**config.mk**
```make
export PLATFORM = sky130hd
export DESIGN_NAME = spi_adc_responder
export DESIGN_NICKNAME = d
export VERILOG_FILES = /design/src/rtl/spi_adc_pkg.sv /design/src/rtl/spi_adc_responder_sync.sv /design/src/rtl/spi_adc_responder.sv
export SDC_FILE = /design/constraint.sdc
export NUM_CORES = 1
export LEC_CHECK = 0
export ABC_AREA = 1
export CORE_UTILIZATION = 58
export CTS_CLUSTER_SIZE = 30
export DETAILED_ROUTE_END_ITERATION = 10
export PLACE_DENSITY = 0.94
export SLEW_MARGIN = 10
export SYNTH_ARGS = -nofsm -noshare
export SYNTH_HDL_FRONTEND = slang
export SYNTH_SLANG_ARGS = --single-unit
```
**constraint.sdc**
```tcl
create_clock -name clk_i -period 2.5 [get_ports clk_i]
set_clock_uncertainty 0.2 [all_clocks]
set_input_delay 0.375 -clock clk_i [delete_from_list [all_inputs] [get_ports clk_i]]
set_output_delay 0.375 -clock clk_i [all_outputs]
set_load 0.03 [all_outputs]
```
**src/rtl/spi_adc_pkg.sv**
```systemverilog
// Shared constants and state encoding for the emulated 8-bit serial ADC.
// The default frame geometry matches the real converter read by spi_sensor.
package spi_adc_pkg;

    // Default converter geometry, shared with spi_sensor
    localparam int DATA_W_DEF     = 8;
    localparam int LEAD_ZEROS_DEF = 3;
    localparam int FRAME_BITS_DEF = 16;

    // Frame-format constants
    localparam int   FRAME_CNT_W   = 16;
    localparam logic SCLK_IDLE_LVL = 1'b0;
    localparam logic CS_IDLE_LVL   = 1'b1;

    // Responder FSM encoding, kept as plain constants for legacy tools
    typedef logic [1:0] fsm_state_t;
    localparam fsm_state_t ST_IDLE  = 2'd0;
    localparam fsm_state_t ST_SHIFT = 2'd1;
    localparam fsm_state_t ST_TAIL  = 2'd2;

endpackage

```
**src/rtl/spi_adc_responder_sync.sv**
```systemverilog
// Two-flop synchronizer for one asynchronous SPI pin, plus a history flop.
// Rise/fall pulses are derived only from the synchronized level.
module spi_pin_sync #(
    parameter logic RESET_VAL = 1'b0
) (
    input  logic clk_i,
    input  logic rst_i,
    input  logic pin_i,
    output logic rise_o,
    output logic fall_o
);

    logic meta_q;
    logic sync_q;
    logic hist_q;

    // Resynchronize the pin and keep last cycle's synchronized level for edge detection
    always_ff @(posedge clk_i) begin
        if (rst_i) begin
            meta_q <= RESET_VAL;
            sync_q <= RESET_VAL;
            hist_q <= RESET_VAL;
        end else begin
            meta_q <= pin_i;
            sync_q <= meta_q;
            hist_q <= sync_q;
        end
    end

    assign rise_o = sync_q & ~hist_q;
    assign fall_o = ~sync_q & hist_q;

endmodule

```
**src/rtl/spi_adc_responder.sv**
```systemverilog
// SPI responder that emulates the serial ADC: on a chip-select fall it
// loads a frame of leading zeros, the held sample MSB first, then zeros,
// and shifts one bit per falling sclk so the master can read on the rises.
module spi_adc_responder
    import spi_adc_pkg::*;
#(
    parameter int DATA_W     = DATA_W_DEF,
    parameter int LEAD_ZEROS = LEAD_ZEROS_DEF,
    parameter int FRAME_BITS = FRAME_BITS_DEF
) (
    input  logic                   clk_i,
    input  logic                   rst_i,
    input  logic                   sclk_i,
    input  logic                   cs_i,
    output logic                   miso_o,
    output logic                   miso_oe_o,
    input  logic [DATA_W-1:0]      sample_i,
    input  logic                   sample_valid_i,
    output logic                   busy_o,
    output logic                   frame_done_o,
    output logic [FRAME_CNT_W-1:0] frame_cnt_o
);

    // Zero bits that follow the data LSB inside one nominal frame
    localparam int PAD_BITS = FRAME_BITS - LEAD_ZEROS - DATA_W;
    localparam int BITCNT_W = $clog2(FRAME_BITS + 1);

    logic sclkFall;
    logic unusedSclkRise;
    logic csFall;
    logic csRise;

    logic [DATA_W-1:0]      hold_q;
    fsm_state_t             state_q,    state_d;
    logic [FRAME_BITS-1:0]  shreg_q,    shreg_d;
    logic [BITCNT_W-1:0]    bitCnt_q,   bitCnt_d;
    logic                   miso_q,     miso_d;
    logic                   misoOe_q,   misoOe_d;
    logic                   busy_q,     busy_d;
    logic                   frameDone_q, frameDone_d;
    logic [FRAME_CNT_W-1:0] frameCnt_q, frameCnt_d;

    logic [FRAME_BITS-1:0]  loadWord;
    logic [BITCNT_W-1:0]    bitCntInc;

    // The master samples on sclk rises, so only the sclk fall pulse drives the responder
    spi_pin_sync #(.RESET_VAL(SCLK_IDLE_LVL)) u_sclkSync (
        .clk_i  (clk_i),
        .rst_i  (rst_i),
        .pin_i  (sclk_i),
        .rise_o (unusedSclkRise),
        .fall_o (sclkFall)
    );

    spi_pin_sync #(.RESET_VAL(CS_IDLE_LVL)) u_csSync (
        .clk_i  (clk_i),
        .rst_i  (rst_i),
        .pin_i  (cs_i),
        .rise_o (csRise),
        .fall_o (csFall)
    );

    assign loadWord  = FRAME_BITS'(hold_q) << PAD_BITS;
    assign bitCntInc = bitCnt_q + BITCNT_W'(1);

    // Hold register captures the next conversion value whenever offered, in any state
    always_ff @(posedge clk_i) begin
        if (rst_i) begin
            hold_q <= '0;
        end else if (sample_valid_i) begin
            hold_q <= sample_i;
        end
    end

    // Frame sequencing: cs rise always wins and returns to idle with the pad released
    always_comb begin
        state_d     = state_q;
        shreg_d     = shreg_q;
        bitCnt_d    = bitCnt_q;
        miso_d      = miso_q;
        misoOe_d    = misoOe_q;
        busy_d      = busy_q;
        frameDone_d = 1'b0;
        frameCnt_d  = frameCnt_q;

        if (csRise) begin
            state_d  = ST_IDLE;
            shreg_d  = '0;
            miso_d   = 1'b0;
            misoOe_d = 1'b0;
            busy_d   = 1'b0;
        end else begin
            case (state_q)
                ST_IDLE: begin
                    if (csFall) begin
                        state_d  = ST_SHIFT;
                        shreg_d  = loadWord;
                        bitCnt_d = '0;
                        miso_d   = loadWord[FRAME_BITS-1];
                        misoOe_d = 1'b1;
                        busy_d   = 1'b1;
                    end
                end
                ST_SHIFT: begin
                    if (sclkFall) begin
                        shreg_d  = shreg_q << 1;
                        bitCnt_d = bitCntInc;
                        miso_d   = shreg_q[FRAME_BITS-2];
                        if (bitCntInc == BITCNT_W'(FRAME_BITS)) begin
                            state_d     = ST_TAIL;
                            frameDone_d = 1'b1;
                            frameCnt_d  = frameCnt_q + 1'b1;
                        end
                    end
                end
                ST_TAIL: begin
                    if (sclkFall) begin
                        miso_d = 1'b0;
                    end
                end
                default: begin
                    state_d = ST_IDLE;
                end
            endcase
        end
    end

    // Registered frame state and outputs, so miso changes one clk after the detected edge
    always_ff @(posedge clk_i) begin
        if (rst_i) begin
            state_q     <= ST_IDLE;
            shreg_q     <= '0;
            bitCnt_q    <= '0;
            miso_q      <= 1'b0;
            misoOe_q    <= 1'b0;
            busy_q      <= 1'b0;
            frameDone_q <= 1'b0;
            frameCnt_q  <= '0;
        end else begin
            state_q     <= state_d;
            shreg_q     <= shreg_d;
            bitCnt_q    <= bitCnt_d;
            miso_q      <= miso_d;
            misoOe_q    <= misoOe_d;
            busy_q      <= busy_d;
            frameDone_q <= frameDone_d;
            frameCnt_q  <= frameCnt_d;
        end
    end

    assign miso_o       = miso_q;
    assign miso_oe_o    = misoOe_q;
    assign busy_o       = busy_q;
    assign frame_done_o = frameDone_q;
    assign frame_cnt_o  = frameCnt_q;

endmodule
```
==> results.json <==
{
  "run_status": "complete, no violations",
  "netlist_area_sq_um": 2300,
  "critical_path_buf_inv_count": 1,
  "cts.repair.resized": 0,
  "setup_tns_ps": 0,
  "tritoncts": "built",
  "power_density_nw_per_um2": 531,
  "fin_area_sq_um": 2750,
  "maxCapViolations": 0,
  "max_stage_delay_ps": 720,
  "post_cts.repair.setup_buffers": 0,
  "final_cells": 403,
  "antenna_cells": 0,
  "clockPowerShare": 0.361,
  "synth.net_count": 337,
  "period_needed_ps": 2060,
  "first_pass_iters": 5,
  "place_hpwl_mm": 3.60,
  "drt-vias-per-instance": 5.38,
  "totalWireLength_mm": 5.13,
  "ir_worst_vdd_mv": 0.390,
  "cp_slowest_cell": "clkdlybuf4s50_1",
  "ys_seq_area_frac": 0.435,
  "placedCellCount": 395,
  "p_seq_frac": 0.570,
  "drive_gt1_frac": 0.0845,
  "dieArea_sq_um": 4220,
  "fp.dieH_um": 65.0,
  "drv_slew": 0,
  "synth-seq-cells": 50,
  "cts_hold_buf": 0,
  "syn_area_per_cell_sq_um": 7.15,
  "initial_utilization": 0.615,
  "path_max_fanout": 6,
  "grt_max_degree": 22,
  "drc_errors": 0,
  "finalHoldViolations": 0,
  "ys_warn_count": 0,
  "core-area_sq_um": 3740,
  "worst_pin_slew_ps": 484,
  "crit_arrival_ps": 1480,
  "clockBufferDepth": 2,
  "p_comb_frac": 0.069,
  "syn_to_final_growth_pct": 19.6,
  "synthCells": 322,
  "critPathKind": "reg -> out",
  "setup_viol": 0,
  "clkSinkCount": 50,
  "worst_slack_ps": 443,
  "grt_pass1_wl_mm": 8.73,
  "critPathTopFamily": "buffers and inverters",
  "placed_area_sq_um": 2650,
  "grt.overflow.total": 0,
  "synth.distinct_cells": 29,
  "htree_levels": 2,
  "place_congestion": 0.805,
  "cp-end-kind": "output pin",
  "fp-row-count": 22,
  "max_freq_ghz": 0.486,
  "intPower_w": 0.00112,
  "slew-limit-headroom": 0.676,
  "rsz0062_at_grt": "no",
  "path_cells": "clkdlybuf4s50_1",
  "p_switching_w": 0.000345,
  "grt_usage": 0.270,
  "antenna_found_initial": 0,
  "leakage_nw": 1.07,
  "first_global_vias": 1991,
  "chipWidth_um": 65.0,
  "final_net_count": 369,
  "layout_worst_path_cycle_share": 0.823,
  "cp-start-kind": "register",
  "vias": 2167,
  "pre_cts_ws_ps": 534,
  "clk_pin_slew_ps": 90,
  "cts_made_buffers": 5,
  "drt-wirelength-per-cell_um": 12.7,
  "drt_iter0_drc": 142,
  "reg2reg_setup_slack_ps": 560,
  "cp.required_ps": 1920,
  "io_buffers": 32,
  "worst_skew_pair.late_latency_ps": 310,
  "io_pins": 33,
  "switching_share": 0.236,
  "clockRootBuffer": "clkbuf_8",
  "hold_path_class": "reg -> reg",
  "antenna_left": 0
}
per-stage QoR:
step	hold slack, ps	power [W]	utilization
after global placement	196	0.000946	0.707
after floorplan	188	0.000910	-
after global routing	255	0.00152	0.735
final	210	0.00146	0.735
after CTS	215	0.00147	0.735
after detailed placement	202	0.000951	0.707
final cells by class:
class / count / area, sq um
Clock buffer: 7 / 96.3
Clock inverter: 1 / 8.76
Fill cell: 296 / 992
Inverter: 28 / 105
Multi-Input combinational cell: 235 / 1140
Sequential cell: 50 / 1000
Tap cell: 48 / 60.1
Timing Repair Buffer: 34 / 335
registers in the layout, summed over array words and instances, names as in the netlist:
name               count
bitCnt_q               5
miso_o                 1
u_sclkSync.hist_q      1
busy_o                 1
u_csSync.sync_q        1
u_csSync.meta_q        1
state_q                2
u_csSync.hist_q        1
frame_done_o           1
u_sclkSync.sync_q      1
shreg_q               10
hold_q                 8
frame_cnt_o           16
u_sclkSync.meta_q      1
layout by cell type, fill, tap and decap left out, types with 7 or more instances in the layout:
| master | count |
|---|---|
| nand2_1 | 92 |
| nor2_1 | 50 |
| dfxtp_1 | 50 |
| clkdlybuf4s50_1 | 32 |
| o21ai_0 | 26 |
| inv_1 | 25 |
| a21oi_1 | 17 |
| nand3_1 | 9 |
| a21oi_2 | 8 |
| a31oi_1 | 7 |
| clkbuf_8 | 7 |
cell families (layout without fill, tap and decap cells):
group                      count (synthesis)  in the layout  share of synthesized area
and+or+nand+nor                          166            166                      0.309
xor gates and xnor gates                   8              8                     0.0304
DFF                                       50             50                      0.435
AOI/OAI and AO/OA                         59             59                      0.147
adders and majority gates                  2              2                     0.0109
buffers and inverters                     37             70                     0.0674
power by group through the flow:
stage | logic, W | registers (W) | clock network, W
6_report | 0.000100 | 0.000833 | 0.000527
2_1_floorplan | 0.0000615 | 0.000849 | 0
3_5_place_dp | 0.0000999 | 0.000851 | 0
5_1_grt | 0.000113 | 0.000836 | 0.000573
3_3_place_gp | 0.0000957 | 0.000850 | 0
4_1_cts | 0.000101 | 0.000833 | 0.000532
per-layer routing:
| layer | wire [um] | share of wire | GRT usage |
|---|---|---|---|
| met2 | 2540 | 0.50 | 0.454 |
| met1 | 2220 | 0.43 | 0.317 |
| met5 | 0 | 0 | 0 |
| met3 | 278 | 0.054 | 0.0687 |
| met4 | 86 | 0.017 | 0.131 |
path summary, 6_finish.rpt:
path                                     start                      endpoint  depth (start not counted)
hold reg to reg   u_sclkSync.meta_q$_SDFF_PP0_  u_sclkSync.sync_q$_SDFF_PP0_                          2
setup / recovery   frame_cnt_o[0]$_SDFFE_PP0P_                frame_cnt_o[0]                          1
setup reg to reg       state_q[0]$_SDFFE_PP0P_  frame_cnt_o[11]$_SDFFE_PP0P_                          8
hold / removal    u_sclkSync.meta_q$_SDFF_PP0_  u_sclkSync.sync_q$_SDFF_PP0_                          2
synth_stat cells:
cell type  instances  area share
nor2_2             1      0.0027
nand3b_1           2      0.0065
nor3_2             1      0.0044
or2_2              2      0.0054
dfxtp_1           50        0.44
inv_2              2      0.0033
nand3_1            9       0.020
buf_6              1      0.0049
xnor2_1            4       0.015
nor2_1            50       0.082
inv_1             25       0.041
o211a_1            1      0.0044
clkbuf_1           5      0.0082
nor2_4             2      0.0098
a31oi_1            7       0.019
nand2_4            1      0.0049
xor2_1             4       0.015
clkinv_1           1      0.0016
a21oi_1           17       0.037
nor2_8             1      0.0087
buf_4              2      0.0065
a21oi_2            8       0.030
o21ai_0           26       0.057
ha_1               2       0.011
nand3_2            1      0.0044
nand2_1           92        0.15
nand2_2            1      0.0027
nand4_1            3      0.0082
buf_2              1      0.0022
Power figures use the tool's default switching activity.
